$ cat config.mk
export PLATFORM = sky130hd
export DESIGN_NAME = bpm_orbit_err
export DESIGN_NICKNAME = d
export VERILOG_FILES = /design/src/rtl/fofb_pkg.sv /design/src/rtl/sat_sub.sv /design/src/rtl/bpm_orbit_err.sv
export SDC_FILE = /design/constraint.sdc
export NUM_CORES = 1
export LEC_CHECK = 0
export CELL_PAD_IN_SITES_DETAIL_PLACEMENT = 1
export CELL_PAD_IN_SITES_GLOBAL_PLACEMENT = 1
export CORE_MARGIN = 2
export CORE_UTILIZATION = 44
export DETAILED_ROUTE_END_ITERATION = 12
export GPL_TIMING_DRIVEN = 0
export PLACE_DENSITY_LB_ADDON = 0.1
export SLEW_MARGIN = 10
export SYNTH_ARGS = -nofsm -noshare
export SYNTH_HDL_FRONTEND = slang
export SYNTH_HIERARCHICAL = 1
export SYNTH_SLANG_ARGS = --single-unit
$ cat constraint.sdc
create_clock -name clk -period 7.2 [get_ports clk]
set_input_delay 2.16 -clock clk [delete_from_list [all_inputs] [get_ports clk]]
set_output_delay 2.16 -clock clk [all_outputs]
set_load 0.01 [all_outputs]
$ cat src/rtl/fofb_pkg.sv
// Shared definitions for the fast orbit feedback datapath.
// Default widths, FSM encoding and saturation classification.
package fofb_pkg;

  localparam int DEF_ADDR_W = 9;
  localparam int DEF_DATA_W = 32;
  localparam int DEF_RD_LAT = 2;

  typedef enum logic [1:0] {
    S_IDLE,
    S_READ,
    S_DRAIN,
    S_DONE
  } state_t;

  typedef enum logic [1:0] {
    SAT_NONE,
    SAT_POS,
    SAT_NEG
  } sat_t;

  // A W+1 bit difference overflows W bits when its top two bits differ;
  // the sign bit then tells which rail to clamp to.
  function automatic sat_t sat_kind(input logic sgn, input logic msb);
    if (sgn == msb) return SAT_NONE;
    return sgn ? SAT_NEG : SAT_POS;
  endfunction

endpackage

$ cat src/rtl/sat_sub.sv
// Registered signed subtract a-b with saturation to W bits.
// One instance per plane in the orbit error pipeline.
module sat_sub
  import fofb_pkg::*;
#(
  parameter int W = DEF_DATA_W
) (
  input  logic         clk,
  input  logic         reset,
  input  logic [W-1:0] i_a,
  input  logic [W-1:0] i_b,
  output logic [W-1:0] o_d
);

  logic [W:0]   w_d;
  sat_t         w_k;
  logic [W-1:0] r_d;

  assign w_d = {i_a[W-1], i_a} - {i_b[W-1], i_b};
  assign w_k = sat_kind(w_d[W], w_d[W-1]);
  assign o_d = r_d;

  // Clamp overflowed differences to the nearest signed rail.
  always_ff @(posedge clk) begin
    if (reset) begin
      r_d <= '0;
    end else begin
      unique case (w_k)
        SAT_POS: r_d <= {1'b0, {(W-1){1'b1}}};
        SAT_NEG: r_d <= {1'b1, {(W-1){1'b0}}};
        default: r_d <= w_d[W-1:0];
      endcase
    end
  end

endmodule

$ cat src/rtl/bpm_orbit_err.sv
// Per-BPM orbit error: walks position/reference BRAMs, subtracts,
// saturates, masks and streams errors with peak and trip results.
module bpm_orbit_err
  import fofb_pkg::*;
#(
  parameter int ADDR_W = DEF_ADDR_W,
  parameter int DATA_W = DEF_DATA_W,
  parameter int RD_LAT = DEF_RD_LAT
) (
  input  logic              clk,
  input  logic              reset,
  input  logic              start,
  input  logic [ADDR_W:0]   bpm_count,
  input  logic [DATA_W-2:0] err_limit,
  output logic [ADDR_W-1:0] rd_addr,
  input  logic [DATA_W-1:0] pos_x,
  input  logic [DATA_W-1:0] pos_y,
  input  logic [DATA_W-1:0] ref_x,
  input  logic [DATA_W-1:0] ref_y,
  input  logic              bpm_en,
  output logic              err_valid,
  output logic [ADDR_W-1:0] err_addr,
  output logic [DATA_W-1:0] err_x,
  output logic [DATA_W-1:0] err_y,
  output logic              busy,
  output logic              done,
  output logic [DATA_W-2:0] peak_abs,
  output logic              trip,
  output logic [15:0]       overrun_cnt
);

  localparam int PL = RD_LAT + 2;
  localparam logic [ADDR_W:0] N_MAX = (ADDR_W+1)'(1) << ADDR_W;
  localparam logic [DATA_W-1:0] S_MIN = {1'b1, {(DATA_W-1){1'b0}}};

  state_t            r_state;
  logic [ADDR_W:0]   r_n;
  logic [ADDR_W:0]   w_n;
  logic [ADDR_W-1:0] r_addr;
  logic              r_busy;
  logic              r_done;
  logic [DATA_W-2:0] r_peak;
  logic              r_trip;
  logic [DATA_W-2:0] r_acc_pk;
  logic              r_acc_tr;
  logic [DATA_W-2:0] w_pk_nx;
  logic              w_tr_nx;
  logic [PL-1:0]     r_vpipe;
  logic [ADDR_W-1:0] r_apipe [PL];
  logic              w_issue;
  logic              r_en_d;
  logic [DATA_W-1:0] w_sx;
  logic [DATA_W-1:0] w_sy;
  logic [DATA_W-1:0] w_nx;
  logic [DATA_W-1:0] w_ny;
  logic [DATA_W-2:0] w_ax;
  logic [DATA_W-2:0] w_ay;
  logic [DATA_W-1:0] r_ex;
  logic [DATA_W-1:0] r_ey;
  logic [DATA_W-2:0] r_ax;
  logic [DATA_W-2:0] r_ay;
  logic [DATA_W-2:0] w_hit;
  logic              w_cnt;
  logic [15:0]       r_ovr;

  sat_sub #(.W(DATA_W)) u_sat_x (
    .clk   (clk),
    .reset (reset),
    .i_a   (pos_x),
    .i_b   (ref_x),
    .o_d   (w_sx)
  );

  sat_sub #(.W(DATA_W)) u_sat_y (
    .clk   (clk),
    .reset (reset),
    .i_a   (pos_y),
    .i_b   (ref_y),
    .o_d   (w_sy)
  );

  assign w_issue = (r_state == S_READ);
  assign w_n     = (bpm_count > N_MAX) ? N_MAX : bpm_count;

  // The most negative value has no positive twin; pin it to max.
  assign w_nx = -w_sx;
  assign w_ny = -w_sy;
  assign w_ax = (w_sx == S_MIN) ? '1 :
                (w_sx[DATA_W-1] ? w_nx[DATA_W-2:0] : w_sx[DATA_W-2:0]);
  assign w_ay = (w_sy == S_MIN) ? '1 :
                (w_sy[DATA_W-1] ? w_ny[DATA_W-2:0] : w_sy[DATA_W-2:0]);

  // Masked entries carry zero magnitude, so they never raise peak or trip.
  assign w_hit   = (r_ax > r_ay) ? r_ax : r_ay;
  assign w_cnt   = r_vpipe[PL-1];
  assign w_pk_nx = (w_cnt && (w_hit > r_acc_pk)) ? w_hit : r_acc_pk;
  assign w_tr_nx = r_acc_tr | (w_cnt & (w_hit > err_limit));

  assign rd_addr     = r_addr;
  assign err_valid   = r_vpipe[PL-1];
  assign err_addr    = r_apipe[PL-1];
  assign err_x       = r_ex;
  assign err_y       = r_ey;
  assign busy        = r_busy;
  assign done        = r_done;
  assign peak_abs    = r_peak;
  assign trip        = r_trip;
  assign overrun_cnt = r_ovr;

  // Frame sequencer: address walk, drain, result publish.
  always_ff @(posedge clk) begin
    if (reset) begin
      r_state  <= S_IDLE;
      r_n      <= '0;
      r_addr   <= '0;
      r_busy   <= 1'b0;
      r_done   <= 1'b0;
      r_peak   <= '0;
      r_trip   <= 1'b0;
      r_acc_pk <= '0;
      r_acc_tr <= 1'b0;
    end else begin
      r_done   <= 1'b0;
      r_acc_pk <= w_pk_nx;
      r_acc_tr <= w_tr_nx;
      unique case (r_state)
        S_IDLE: begin
          if (start) begin
            r_n      <= w_n;
            r_addr   <= '0;
            r_acc_pk <= '0;
            r_acc_tr <= 1'b0;
            r_busy   <= 1'b1;
            r_state  <= (w_n == '0) ? S_DONE : S_READ;
          end
        end
        S_READ: begin
          if ({1'b0, r_addr} == r_n - (ADDR_W+1)'(1)) begin
            r_state <= S_DRAIN;
          end else begin
            r_addr <= r_addr + 1'b1;
          end
        end
        S_DRAIN: begin
          if (r_vpipe[RD_LAT-1:0] == '0) r_state <= S_DONE;
        end
        S_DONE: begin
          r_done  <= 1'b1;
          r_busy  <= 1'b0;
          r_peak  <= w_pk_nx;
          r_trip  <= w_tr_nx;
          r_state <= S_IDLE;
        end
        default: r_state <= S_IDLE;
      endcase
    end
  end

  // Valid/address delay line plus mask and magnitude stage.
  always_ff @(posedge clk) begin
    if (reset) begin
      r_vpipe <= '0;
      for (int k = 0; k < PL; k++) r_apipe[k] <= '0;
      r_en_d  <= 1'b0;
      r_ex    <= '0;
      r_ey    <= '0;
      r_ax    <= '0;
      r_ay    <= '0;
    end else begin
      r_vpipe    <= {r_vpipe[PL-2:0], w_issue};
      r_apipe[0] <= r_addr;
      for (int k = 1; k < PL; k++) r_apipe[k] <= r_apipe[k-1];
      r_en_d <= bpm_en;
      r_ex   <= r_en_d ? w_sx : '0;
      r_ey   <= r_en_d ? w_sy : '0;
      r_ax   <= r_en_d ? w_ax : '0;
      r_ay   <= r_en_d ? w_ay : '0;
    end
  end

  // Count start pulses that arrive while a frame is in flight.
  always_ff @(posedge clk) begin
    if (reset) begin
      r_ovr <= '0;
    end else if (start && (r_state != S_IDLE) && (r_ovr != '1)) begin
      r_ovr <= r_ovr + 16'd1;
    end
  end

endmodule

# Yosys cells after proc, flatten, opt, wreduce, memory -nomap -nowiden
# Memories as Yosys holds them, arrays and structs flattened.
# Index checks and enable logic that the tools add are counted.
# W data, S select, Z words.
[word_totals]
register_bits = 298
word_cells = 107
n_memories = 1
ramBits = 36
output_inout_bits = 133
input_bits = 173
[op_classes]
add_sub_neg = 7
mux = 39
eq_ne = 17
magnitude_cmp = 4
n_bitwise = 7
n_reduce_logical = 14
[mem_list]
columns = ["name", "depth", "word_bits", "read_ports", "rd_ports_with_merged_regs", "write_ports", "line", "text"]
rows = [
  ["r_apipe", 4, 9, 4, 0, 4, "bpm_orbit_err.sv:49", "logic [ADDR_W-1:0] r_apipe [PL];"],
]
[op_table]
columns = ["operator", "count"]
rows = [
  ["$mux W31", 8],
  ["$pmux W32 S2", 2],
  ["$gt A31 B31 Y1", 3],
  ["$sub A32 B32 Y33", 2],
  ["$eq A32 B32 Y1 const B", 2],
  ["$neg A31 Y31", 2],
  ["$mux W9", 6],
  ["$mux W2", 10],
  ["$pmux W9 S2", 1],
  ["$add A16 B1 Y16 const B", 1],
  ["$ne A16 B16 Y1 const B", 1],
  ["$eq A9 B10 Y1", 1],
  ["$gt A10 B10 Y1 const B", 1],
  ["$logic_not A10 Y1", 1],
  ["$mux W10", 1],
  ["$sub A10 B1 Y10 const B", 1],
  ["$add A9 B1 Y9 const B", 1],
  ["$mux W1", 9],
  ["$eq A2 B2 Y1 const B", 4],
  ["$pmux W2 S4", 1],
  ["$eq A2 B1 Y1 const B", 3],
  ["$ne A2 B2 Y1 const B", 3],
  ["$reduce_and A3 Y1", 2],
  ["$reduce_bool A2 Y1", 3],
  ["other kinds (10)", 19],
]

# Logic depth before layout (Yosys ltp)
[logic_depth]
word_depth = 7
depth_mapped = 20
ltp_nobuf = 17

# Cells and area by module
# Netlist, hierarchy kept.
[by_module_without_submodules]
columns = ["module", "instances", "seq_area_each_um2", "area_each_um2", "cells_each"]
rows = [
  ["bpm_orbit_err", 1, 5405.2, 13246.5, 1479],
  ["sat_sub", 2, 640.6, 2975.4, 381],
]

# Worst setup path after synthesis
# OpenSTA, ideal clock, no wires.
[synth_timing]
kind = "input port to flip-flop"
from = "input ref_x[4]"
to = "register u_sat_x.r_d[7] (netlist: u_sat_x/o_d[7])"
path_buffers = 1
arrival_ns = 5.165
setup_slack_ns = 1.964
setup_ns = 0.070
required_time_ns = 7.130
stages = 13
cell_sequence = "inv_1 -> ha_1 -> a21o_2 -> a31o_2 -> o2111a_2 -> o21a_2 -> o21ai_2 -> mux2i_1 -> o221ai_1 -> ha_1 -> clkbuf_1 -> or3b_2 -> a21oi_1"
[synth_via]
elab_chain_cells = 6
word_cells_on_any_way = 8
cone_classes = "add/sub: 1; eq/ne: 3; mux: 4"
[synth_rtl]
columns = ["item", "line", "text"]
rows = [
  ["start: declaration", "bpm_orbit_err.sv:18", "input logic [DATA_W-1:0] ref_x,"],
  ["$sub A32 B32 Y33 *", "sat_sub.sv:19", "assign w_d = {i_a[W-1], i_a} - {i_b[W-1], i_b};"],
  ["$eq A1 B1 Y1", "fofb_pkg.sv:25", "if (sgn == msb) return SAT_NONE;"],
  ["$mux W1", "fofb_pkg.sv:25", ""],
  ["$mux W2", "fofb_pkg.sv:26", "return sgn ? SAT_NEG : SAT_POS;"],
  ["$eq A2 B2 Y1 or $eq A2 B1 Y1 (tied branches)", "sat_sub.sv:28", "unique case (w_k)"],
  ["$pmux W32 S2 *", "sat_sub.sv:28", ""],
  ["end signal: assignment", "sat_sub.sv:29", "SAT_POS: r_d <= {1'b0, {(W-1){1'b1}}};"],
  ["end signal: assignment", "sat_sub.sv:30", "SAT_NEG: r_d <= {1'b1, {(W-1){1'b0}}};"],
  ["end signal: assignment", "sat_sub.sv:31", "default: r_d <= w_d[W-1:0];"],
  ["end: declaration", "sat_sub.sv:17", "logic [W-1:0] r_d;"],
]
# Mark *: on every way between the ends. The rest lies on a longest branch, timed or not.
# A chain may end at the register's enable or synchronous reset.

# Worst setup path in the final report
[layout_timing]
from = "register r_ay[22]"
to = "register r_peak[6] (netlist: peak_abs[6])"
[layout_via]
elab_chain_cells = 5
[layout_rtl]
columns = ["item", "line", "text"]
rows = [
  ["start: declaration", "bpm_orbit_err.sv:61", "logic [DATA_W-2:0] r_ay;"],
  ["start signal: assignment", "bpm_orbit_err.sv:177", "r_ay <= r_en_d ? w_ay : '0;"],
  ["$gt A31 B31 Y1", "bpm_orbit_err.sv:94", "assign w_hit = (r_ax > r_ay) ? r_ax : r_ay;"],
  ["$mux W31 *", "bpm_orbit_err.sv:94", ""],
  ["$gt A31 B31 Y1", "bpm_orbit_err.sv:96", "assign w_pk_nx = (w_cnt && (w_hit > r_acc_pk)) ? w_hit : r_acc_pk;"],
  ["$logic_and A1 B1 Y1", "bpm_orbit_err.sv:96", ""],
  ["$mux W31 *", "bpm_orbit_err.sv:96", ""],
  ["end signal: assignment", "bpm_orbit_err.sv:150", "r_peak <= w_pk_nx;"],
  ["end: declaration", "bpm_orbit_err.sv:42", "logic [DATA_W-2:0] r_peak;"],
]
# Marked as above.

==> results.tsv <==
metric	value	unit
router iterations before antenna repair	4	
Max Cap Viol	0	
first-pass GRT wire length	97.9	mm
# DRC	0	
CP arrival	6.90	ns
Slew HR	0.311	
total gr overflow	0	
Crit Path Class	register to register	
final count of pins violating max slew	0	
Tightest Hold Check Type	register to register	
Leak Pwr	10.0	nW
Setup violations, final	0	
status	complete, no violations	
synth unique cells	95	
Core Area	43100	um^2
CTS tree	done	
layout cell share with drive strength beyond 1	0.0568	
initial antenna violation count	0	
Critical R2R Launch	r_ay[22]$_SDFF_PP0_	
I/O pins	306	
crit path launch type	register	
dpl cells	3131	
Final Net Count	2927	
Design Power	5.86	mW
ANT cells	0	
root buffer cell	clkbuf_16	
crit-path cells	inv_1, ha_1, nand4_1, nor4_1, nand2_1, mux2_2, o21ai_1, clkbuf_1, mux2i_1, inv_1, ha_1, nand3_1, or3_1, or3_1, o21bai_1, nand4b_1, and2_1, clkbuf_1, clkbuf_1, o221ai_1	
Placed Area	23000	um^2
initial core utilization	0.446	
sequential area share after synthesis	0.348	
number of buffers created by CTS	36	
final cell count without fillers	3192	
most instantiated cells after synthesis	dfxtp_1, inv_1, ha_1	
later-pin clock latency in the skew report	0.53	ns
row cnt	76	
minimum clock period	6.52	ns
Design Area, Final	24200	um^2
Die Y	213	um
CP max FO	10	
Die Width	213	um
PD cells	243	nW/um^2
final count of hold timing violations	0	
Post-CTS Resized	0	
clock buffer depth	3	
area leader, netlist	dfxtp_1	
Highest Clock Rate	153	MHz
Via Count	17710	
most frequent cell after synthesis	dfxtp_1	
Largest stage delay, worst path	0.66	ns
clk sinks	334	
Worst setup EP type	register	
Gate Count Post-Synth	2241	
cell family contributing the most delay on the critical path	simple AND/OR/NAND/NOR gates	
Worst path slowest cell	clkbuf_1	
RSZ-0062 raised after global routing	false	
worst slew pin tran	1.03	ns
maximum vdd drop	164	uV
post-route ant nets	0	
Post-synth EDFFs	0	
clock-pin slew on the worst setup and hold paths	0.06	ns
PortBufs	305	
number of global-route vias before repair	18647	
WHS Path Cells	1	
largest net degree at the start of global routing	18	
synthesized flop and latch total	334	
final hold slack	0.440	ns
CP required	7.58	ns
CP Buf/Inv Count	5	
Levels on crit path	20	
Crit path top cell by count	clkbuf_1	
Initial DRC Count	818	
HP Start	r_apipe[0][8]$_SDFF_PP0_	
# hold bufs at CTS	0	
Routed wire per std cell	19.3	um
Reg2Reg Capture Point	peak_abs[6]$_SDFFE_PP0P_	
vias per cell	5.55	
synthesis-to-layout area growth	25.8	%
GR Util All Layers	0.270	
fin crit share	0.905	
Die Footprint	45300	um^2
synth warn	6	
Detailed Place HPWL	49.6	mm
H-tree levels	2	
Synth top area share	0.348	
Post-CTS Setup Bufs	0	
RePlAce Congestion	0.851	
Post-Route Skew	0.0216	ns
final WL	61.8	mm
ys flop type	dfxtp_1	
Hold Path Sink	r_apipe[0][17]$_SDFF_PP0_	
Mean Syn Cell Area	8.57	um^2
Mapped Area	19200	um^2
R2R Setup Slk	0.68	ns
setup TNS	0	ns
Async SR Flop Fraction	0	
largest cells by area after synthesis	dfxtp_1, ha_1, inv_1, a21oi_1, o21ai_0	
reg2reg path depth	20	
Syn Nets	2584	
area by class of cell:
type / count / area, um^2
clock inverters: 18 / 226
repair buffers: 305 / 3050
fillers: 5070 / 18900
clock buffers: 43 / 947
plain buffers: 130 / 596
multi-input cells: 1556 / 11100
inverters: 221 / 830
flip-flops and latches: 334 / 6690
well taps: 585 / 732
report_power, final:
part	switching, mW	leakage (nW)	internal, mW
Combinational	1.09	6.77	0.742
Sequential	0.183	2.71	2.00
Clock	0.762	0.553	1.09
Total	2.04	10.0	3.83
cells by family after synthesis:
kind of cell / after synthesis / synth area share
AND/OR/NAND/NOR: 664 / 0.193
adder cells (fa/ha/maj): 170 / 0.112
buffers and inverters: 351 / 0.0742
AO/OA/AOI/OAI: 589 / 0.210
flip-flops: 334 / 0.348
XOR/XNOR: 97 / 0.0443
multiplexers: 36 / 0.0188
how the worst max path moves through the flow:
stage | start | to
detailed placement | r_ay[22]$_SDFF_PP0_ | peak_abs[1]$_SDFFE_PP0P_
global placement | ref_x[4] | u_sat_x/o_d[27]$_SDFF_PP0_
floorplan | ref_x[4] | u_sat_x/o_d[7]$_SDFF_PP0_
global route | r_ay[20]$_SDFF_PP0_ | peak_abs[9]$_SDFFE_PP0P_
finish | r_ay[22]$_SDFF_PP0_ | peak_abs[6]$_SDFFE_PP0P_
CTS | r_ay[22]$_SDFF_PP0_ | peak_abs[6]$_SDFFE_PP0P_
state kept, by name, summed over array words and instances, names as in the netlist:
signal,flops
r_en_d,1
r_apipe,36
rd_addr,9
trip,1
r_n,10
busy,1
r_ax,31
r_state,2
err_x,32
r_acc_pk,31
r_ay,31
r_acc_tr,1
overrun_cnt,16
r_vpipe,4
done,1
peak_abs,31
u_sat_y/o_d,32
u_sat_x/o_d,32
err_y,32
layer usage:
layer  global-route usage  part of all wire
met1                0.340              0.45
met2                0.479              0.49
met3               0.0350             0.039
met4               0.0801             0.026
met5                    0                 0
metrics by stage:
stage | util | setup WS (ns)
after floorplan | - | 1.96
after global placement | 0.534 | 0.872
after detailed placement | 0.534 | 0.786
after CTS | 0.561 | 0.699
after global routing | 0.561 | 0.247
final | 0.561 | 0.685
cells in the final DEF (no fill, tap or decap), types with 13 or more instances in the layout:
cell,instances
o21ai_0,118
buf_2,14
or3_1,23
o21a_1,30
nor2_1,111
nand4_1,48
nor3_1,31
inv_1,221
nand2_1,100
xnor2_1,42
or4_1,14
nand2b_1,21
and2_1,62
a211oi_1,39
clkdlybuf4s50_1,305
a31oi_1,18
nand3_1,80
o21ai_1,17
clkbuf_16,36
clkbuf_1,94
a21oi_1,157
mux2i_1,35
o21bai_1,18
dfxtp_1,334
a21o_1,34
nor2b_1,61
nand3b_1,38
ha_1,168
and3_1,14
xor2_1,55
buf_4,15
a311oi_1,27
o221ai_1,33
o31ai_1,13
Power figures use the tool's default switching activity.
